--- src/rtl/uart_tx_arbiter.sv ---
// uart_tx_arbiter: round-robin scheduler sharing one UART transmitter.
//
// Flow: pick a requester, latch its byte, pulse grant, pulse tx_enable,
// then follow tx_busy until the frame ends before arbitrating again.
//
// Ports:
//   clk          system clock
//   rst          asynchronous reset, active-low
//   req          per-requester transmit request (level)
//   req_data     packed bytes, requester i at [i*DATA_W +: DATA_W]
//   grant        one-hot, one-cycle pulse: byte accepted
//   tx_enable    one-cycle start pulse to the UART TX
//   tx_data      byte presented to the UART TX
//   tx_busy      high while the UART TX shifts a frame
//   done         one-cycle pulse: frame finished
//   active_id    index of the current / last granted requester
//   timeout_err  one-cycle pulse: tx_busy never rose after tx_enable
module uart_tx_arbiter #(
    parameter int NUM_REQ       = 4,
    parameter int DATA_W        = 8,
    parameter int START_TIMEOUT = 16
) (
    input  logic                       clk,
    input  logic                       rst,
    input  logic [NUM_REQ-1:0]         req,
    input  logic [NUM_REQ*DATA_W-1:0]  req_data,
    output logic [NUM_REQ-1:0]         grant,
    output logic                       tx_enable,
    output logic [DATA_W-1:0]          tx_data,
    input  logic                       tx_busy,
    output logic                       done,
    output logic [$clog2(NUM_REQ)-1:0] active_id,
    output logic                       timeout_err
);

    localparam int ID_W  = $clog2(NUM_REQ);
    localparam int CNT_W = $clog2(START_TIMEOUT) + 1;

    localparam logic [ID_W-1:0]  LAST_ID   = ID_W'(NUM_REQ - 1);
    localparam logic [ID_W-1:0]  ID_ONE    = ID_W'(1);
    localparam logic [ID_W:0]    NUM_REQ_W = (ID_W + 1)'(NUM_REQ);
    localparam logic [CNT_W-1:0] CNT_LIMIT = CNT_W'(START_TIMEOUT - 1);
    localparam logic [CNT_W-1:0] CNT_MAX   = '1;
    localparam logic [CNT_W-1:0] CNT_ONE   = CNT_W'(1);

    typedef enum logic [2:0] {
        IDLE,
        GRANT,
        START,
        WAIT_BUSY,
        WAIT_DONE
    } state_t;

    state_t state;
    state_t state_d;

    logic [ID_W-1:0]    rr_ptr;
    logic [ID_W-1:0]    rr_ptr_d;
    logic [ID_W-1:0]    active_id_d;
    logic [ID_W-1:0]    pick;
    logic [ID_W-1:0]    next_ptr;
    logic [ID_W:0]      scan_idx;
    logic               found;
    logic [DATA_W-1:0]  tx_data_d;
    logic [CNT_W-1:0]   cnt;
    logic [CNT_W-1:0]   cnt_d;
    logic [CNT_W-1:0]   cnt_inc;
    logic               done_d;
    logic               timeout_d;
    logic [NUM_REQ-1:0] grant_vec;
    logic [DATA_W-1:0]  req_bytes [NUM_REQ];

    always_comb begin
        for (int k = 0; k < NUM_REQ; k++) begin
            req_bytes[k] = req_data[k*DATA_W +: DATA_W];
        end
    end

    // Scan from rr_ptr upward, wrapping at NUM_REQ (not a power of two
    // in general, so the wrap is an explicit subtract).
    always_comb begin
        found    = 1'b0;
        pick     = rr_ptr;
        scan_idx = '0;
        for (int k = 0; k < NUM_REQ; k++) begin
            scan_idx = {1'b0, rr_ptr} + (ID_W + 1)'(k);
            if (scan_idx >= NUM_REQ_W) begin
                scan_idx = scan_idx - NUM_REQ_W;
            end
            if (!found && req[scan_idx[ID_W-1:0]]) begin
                found = 1'b1;
                pick  = scan_idx[ID_W-1:0];
            end
        end
    end

    // The serviced requester drops to lowest priority.
    assign next_ptr = (active_id == LAST_ID) ? '0 : active_id + ID_ONE;

    // Saturating increment so the counter can never wrap.
    assign cnt_inc = (cnt == CNT_MAX) ? cnt : cnt + CNT_ONE;

    assign grant_vec = NUM_REQ'(1) << active_id;

    always_comb begin
        state_d     = state;
        rr_ptr_d    = rr_ptr;
        active_id_d = active_id;
        tx_data_d   = tx_data;
        cnt_d       = cnt;
        done_d      = 1'b0;
        timeout_d   = 1'b0;
        grant       = '0;
        tx_enable   = 1'b0;
        unique case (state)
            IDLE: begin
                if (found) begin
                    active_id_d = pick;
                    tx_data_d   = req_bytes[pick];
                    state_d     = GRANT;
                end
            end
            GRANT: begin
                grant   = grant_vec;
                state_d = START;
            end
            START: begin
                tx_enable = 1'b1;
                cnt_d     = '0;
                state_d   = WAIT_BUSY;
            end
            WAIT_BUSY: begin
                if (tx_busy) begin
                    state_d = WAIT_DONE;
                end else begin
                    cnt_d = cnt_inc;
                    // Abort on the edge the counter reaches its limit;
                    // the pulse then lands START_TIMEOUT cycles after
                    // the tx_enable cycle.
                    if (cnt_inc == CNT_LIMIT) begin
                        timeout_d = 1'b1;
                        rr_ptr_d  = next_ptr;
                        state_d   = IDLE;
                    end
                end
            end
            WAIT_DONE: begin
                if (!tx_busy) begin
                    done_d   = 1'b1;
                    rr_ptr_d = next_ptr;
                    state_d  = IDLE;
                end
            end
            default: begin
                state_d = IDLE;
            end
        endcase
    end

    always_ff @(posedge clk or negedge rst) begin
        if (!rst) begin
            state       <= IDLE;
            rr_ptr      <= '0;
            active_id   <= '0;
            tx_data     <= '0;
            cnt         <= '0;
            done        <= 1'b0;
            timeout_err <= 1'b0;
        end else begin
            state       <= state_d;
            rr_ptr      <= rr_ptr_d;
            active_id   <= active_id_d;
            tx_data     <= tx_data_d;
            cnt         <= cnt_d;
            done        <= done_d;
            timeout_err <= timeout_d;
        end
    end

endmodule

--- config.mk ---
export PLATFORM = sky130hd
export DESIGN_NAME = uart_tx_arbiter
export DESIGN_NICKNAME = d
export VERILOG_FILES = /design/src/rtl/uart_tx_arbiter.sv
export SDC_FILE = /design/constraint.sdc
export NUM_CORES = 1
export LEC_CHECK = 0
export CAP_MARGIN = 10
export CORE_UTILIZATION = 50
export CTS_BUF_LIST = sky130_fd_sc_hd__clkbuf_2
export CTS_CLUSTER_SIZE = 25
export DETAILED_ROUTE_END_ITERATION = 7
export DONT_BUFFER_PORTS = 1
export GPL_TIMING_DRIVEN = 1
export PLACE_DENSITY = 0.77
export SYNTH_ARGS = -nofsm -noshare
export SYNTH_HDL_FRONTEND = slang
export SYNTH_SLANG_ARGS = --single-unit
--- constraint.sdc ---
create_clock -name clk -period 2.5 [get_ports clk]
set_input_delay 0.625 -clock clk [delete_from_list [all_inputs] [get_ports clk]]
set_output_delay 0.625 -clock clk [all_outputs]
set_load 0.02 [all_outputs]
After elaboration in Yosys (flattened, before gate mapping)
Index checks and enable logic that the tools add are counted.
{"block": "word_totals", "register_bits": 22, "input_bits": 39, "wordCells": 95}
{"block": "classes", "n_addsub": 9, "order_cmp": 9, "n_eq_ne": 12, "shifts": 1, "mux": 43, "n_bitwise": 1, "reduce_logical": 13}
{"operator": "2-bit two-way mux", "n": 12}
{"operator": "8-bit binary-select mux with 2-bit select", "n": 1}
{"operator": "8-bit two-way mux", "n": 2}
{"operator": "3-bit case mux with 5 select lines", "n": 1}
{"operator": "1-bit two-way mux", "n": 14}
{"operator": "3-bit >= comparator, second input constant", "n": 4}
{"operator": "2-bit by 3-bit < comparator with 1-bit output, second input constant", "n": 4}
{"operator": "3-bit two-way mux", "n": 4}
{"operator": "5-bit two-way mux", "n": 2}
{"operator": "5-bit case mux with 2 select lines", "n": 1}
{"operator": "1-bit binary-select mux with 2-bit select", "n": 4}
{"operator": "2-bit inequality test, second input constant", "n": 4}
{"operator": "2-bit by 1-bit subtractor with 2-bit output, second input constant", "n": 4}
{"operator": "2-bit by 2-bit adder with 3-bit output, second input constant", "n": 2}
{"operator": "3-bit by 2-bit equality test with 1-bit output, second input constant", "n": 2}
{"operator": "5-bit by 1-bit adder with 5-bit output, second input constant", "n": 1}
{"operator": "5-bit by 4-bit equality test with 1-bit output, second input constant", "n": 1}
{"operator": "5-bit equality test, second input constant", "n": 1}
{"operator": "4-bit two-way mux", "n": 1}
{"operator": "2-bit case mux with 2 select lines", "n": 1}
{"operator": "2-bit AND reduction", "n": 2}
{"operator": "4-bit AND reduction", "n": 1}
{"operator": "2-bit nonzero test", "n": 2}
{"operator": "1-bit by 2-bit left shift with 4-bit output, first input constant", "n": 1}
{"operator": "12 further kinds", "n": 16}

Depth between registers and ports, before layout
{"block": "logic_depth", "ltp_word": 18, "ltp_mapped": 7, "ltp_nobuf": 6}

Least setup slack after synthesis
Ideal clock, no wire load.
{"block": "synth_timing", "path_kind": "input -> register", "start": "in req[0]", "end": "reg tx_data[1]", "arrival_ns": 1.763, "slack_ns": 0.643, "stages": 5, "path_cell_list": "nor4_1 or4_4 nor3_4 a21boi_2 a221oi_2"}
{"block": "synth_via", "elab_chain_len": 16, "word_cells_on_any_way": 27}
{"element": "from (decl)", "line_no": "25", "text": "input logic [NUM_REQ-1:0] req,"}
{"element": "1-bit binary-select mux with 2-bit select", "line_no": "90", "text": "if (!found && req[scan_idx[ID_W-1:0]]) begin"}
{"element": "1-bit two-way mux (not written as such)", "line_no": "90"}
{"element": "1-bit two-way mux", "line_no": "90"}
{"element": "1-bit zero test", "line_no": "90"}
{"element": "1-bit logical AND", "line_no": "90"}
{"element": "1-bit two-way mux", "line_no": "90"}
{"element": "1-bit zero test", "line_no": "90"}
{"element": "1-bit logical AND", "line_no": "90"}
{"element": "1-bit two-way mux", "line_no": "90"}
{"element": "1-bit zero test", "line_no": "90"}
{"element": "1-bit logical AND", "line_no": "90"}
{"element": "2-bit two-way mux", "line_no": "90"}
{"element": "2-bit inverter with 3-bit output (not written as such)", "line_no": "119", "text": "tx_data_d = req_bytes[pick];"}
{"element": "8-bit binary-select mux with 2-bit select", "line_no": "119"}
{"element": "8-bit two-way mux (not written as such) (2 in series)", "line_no": "119"}
{"element": "to (signal assigned)", "line_no": "173", "text": "tx_data <= tx_data_d;"}
{"element": "to (decl)", "line_no": "29", "text": "output logic [DATA_W-1:0] tx_data,"}
Several ways; a longest one is shown, not always the timed one. The select of a mux whose other input is x is not followed.
A chain may end at the register's enable or synchronous reset.

Worst setup path in the final report
{"block": "layout_timing", "start": "reg state[2]", "end": "out tx_enable"}
{"block": "layout_via", "elab_chain_len": 2}
{"element": "from (decl)", "line_no": "54", "text": "state_t state;"}
{"element": "from (signal assigned)", "line_no": "170", "text": "state <= state_d;"}
{"element": "3-bit by 2-bit equality test with 1-bit output", "line_no": "115", "text": "unique case (state)"}
{"element": "1-bit two-way mux", "line_no": "115"}
{"element": "to (decl)", "line_no": "28", "text": "output logic tx_enable,"}
Every way passes these cells.

==> impl_metrics.ini <==
[timing]
report.final.setup_viol = 0
totalNegativeSetupSlack_ns = 0
worst_slew_margin_rel_pct = 34.7
final_min_period_over_clock_period_pct = 88.3
fmaxAchievable_mhz = 453
finalHoldViolCount = 0
rsz_0062_raised_after_global_routing = false
tightestPinTransition_ns = 0.976
final.min_clock_period_ns = 2.21
final_max_slew_viol_count = 0
timing.clock.skew_ns = 0.0210

[power_and_ir_drop]
clkPwrFrac_pct = 9.2
p_total_mw = 1.55
powerDensity_nw_per_um2 = 1100
seq_power_share_pct = 48.3
cellLeakagePower_nw = 0.626
comb_power_share_pct = 42.5
p_sw_share_pct = 47.8
power.switching_mw = 0.739
max-vdd-ir-drop_mv = 0.609
p_int_mw = 0.808

[layout]
drive_above_1_share_pct = 10.9
finalNonFillerCells = 168
layout_commonest_cell = dfrtp_1
final_core_utilization_pct = 55.3
finalInstanceArea_um2 = 1410
nNetsFinal = 183
fillcell_total = 223
area_delta_synth_final_pct = 1.08
most_used_cells_in_the_layout_excluding_fill_and_tap_cells = dfrtp_1, nor2_1, mux2i_1, nand2_1
diodes = 0
regArea_um2 = 551
multi_input_area_um2 = 757

[routing]
drtIter0Drc = 33
drt_pre_antenna_iters = 4
vias_per_cell = 6.08
drt_wl_cell_um = 16.6
num_vias = 1022
wl_mm = 2.78
route.antenna.remaining_nets = 0
drc_errors = 0

[setup_path]
cp_required_ns = 1.88
critPathMaxFanout = 10
critPathArrivalTime_ns = 1.58
worstSetupEndpointType = primary output
critPathSlowestCell = dfrtp_1
critPathMaxStageDelay_ns = 0.52
timing.critical_path.from_type = register
worstPathCellList = or3_1, inv_1
path_class = reg2out

[die]
fp.coreArea_um2 = 2540
std_cell_rows = 18
die_h_um = 54.8
floorplan.die.width_um = 54.8
ios = 56
initial_core_util_pct = 54.7
die_area_um2 = 3000

[synthesis]
syn_area_per_cell_um2 = 10.1
synthesis.yosys.warnings = 0
syn_area_um2 = 1390
synth.net_count = 182
yosysSeqAreaShare_pct = 39.5
netlist-cell-type-count = 41
postSynthCellCount = 138
yosys_register_bits = 22

[grt]
grt_first_pass_wirelength_mm = 3.89
first_global_vias = 872
antenna_found_initial = 0
pin_count_of_the_biggest_net_entering_global_routing = 23
global_route_usage_sum_pct = 18.9
grt.overflow.total = 0

[clock_network]
maximum_clock_path_buffer_count = 2
cts_htree_levels = 1
cts-root-buf = clkbuf_2
tritoncts.num_buffers = 3
cts.clk_slew.worst_paths_ns = 0.22
cts_post_setup_buffers_inserted = 0
tritoncts_clock_tree = built
clock_insertion_delay_worst_skew_ns = 0.33
tritoncts_num_sinks = 22

[hold_path]
worstHoldPathType = in2reg

[place]
placed_area_um2 = 1380
portBuffers = 0
placedCellCount = 163
hpwlAfterDp_mm = 2.13
gp_congestion = 0.847

[job]
timing.max_cap.violations = 0

[outcome]
outcome = finished, final reports clean
cell families after synthesis:
family / after synthesis / synth area share [%]
flops: 22 / 39.5
mux: 17 / 12.3
fa+ha+maj: 5 / 4.49
compound gates: 29 / 17.1
buf+inv: 13 / 6.11
xor+xnor: 1 / 0.629
simple gates: 51 / 19.9
synth_stat cells (all sizes together):
master / n / area [um2]
a2111oi: 1 / 27.5
a21boi: 1 / 11.3
a21o: 1 / 7.51
a21oi: 4 / 20.0
a221oi: 8 / 76.3
a31oi: 2 / 12.5
a41oi: 1 / 16.3
and2: 1 / 6.26
and3: 5 / 31.3
buf: 5 / 55.1
clkbuf: 1 / 3.75
dfrtp: 22 / 551
ha: 5 / 62.6
inv: 7 / 26.3
mux2: 1 / 11.3
mux2i: 16 / 160
nand2: 9 / 33.8
nand2b: 1 / 6.26
nand3: 1 / 5.00
nand4: 1 / 6.26
nor2: 19 / 73.8
nor2b: 5 / 36.3
nor3: 3 / 26.3
nor4: 2 / 18.8
nor4b: 1 / 8.76
o21a: 1 / 7.51
o21ai: 8 / 40.0
o21bai: 1 / 7.51
o221a: 1 / 11.3
or3: 2 / 12.5
or4: 1 / 11.3
xor2: 1 / 8.76
layout make-up:
| type | count | share of cell area [%] |
|---|---|---|
| Inverter | 7 | 1.87 |
| Clock buffer | 3 | 1.07 |
| Sequential cell | 22 | 39.1 |
| Clock inverter | 1 | 0.267 |
| Timing Repair Buffer | 2 | 1.24 |
| Tap cell | 30 | 2.67 |
| Multi-Input combinational cell | 103 | 53.8 |
critical path, delay by kind of cell (launching register included):
family,cells,cell delay (ns)
flip-flops,1,0.52
AND/OR/NAND/NOR,1,0.52
buffers and inverters,1,0.20
flip-flops by register name, summed over array words and instances, names as in the netlist:
signal       cells
active_id        2
cnt              5
done             1
rr_ptr           2
state            3
timeout_err      1
tx_data          8
metal layers:
| metal | GRT usage [%] | up-vias | wire (um) |
|---|---|---|---|
| met5 | 0 | - | 0 |
| met4 | 10.3 | 0 | 40 |
| met3 | 3.06 | 5 | 89 |
| met2 | 30.9 | 22 | 1480 |
| met1 | 23.6 | 497 | 1170 |
| li1 | - | 498 | - |
stage by stage:
stage,hold slack (ns),setup slack [ns]
6_report,0.330,0.292
3_5_place_dp,0.330,0.477
5_1_grt,0.294,0.203
3_3_place_gp,0.330,0.532
4_1_cts,0.315,0.287
2_1_floorplan,0.329,0.643
power groups by stage:
stage                     Combinational, mW  Clock [mW]  Sequential [mW]
final                                 0.658       0.142            0.747
after global routing                  0.724       0.164            0.770
after CTS                             0.664       0.148            0.749
after detailed placement              0.654           0            0.756
after global placement                0.619           0            0.748
after floorplan                       0.649           0            0.676
what timing repair did:
| action | 4_1_cts | 5_1_grt |
|---|---|---|
| hold buffers | 1 | 0 |
| endpoints found under the hold margin | 22 | 0 |
| gates resized for setup | 0 | 0 |
final timing paths:
kind | from | cells after the start | end | slack, ns
max | state[2] | 2 | tx_enable | 0.29
min | tx_busy | 1 | done | 0.33
max reg2reg | state[2] | 4 | tx_data[1] | 0.56
min reg2reg | cnt[0] | 1 | cnt[0] | 0.54
max in group asynchronous | rst | 1 | tx_data[4] | 1.04
min in group asynchronous | rst | 1 | cnt[1] | 0.85
No activity file was read; power rests on OpenSTA's default activity.
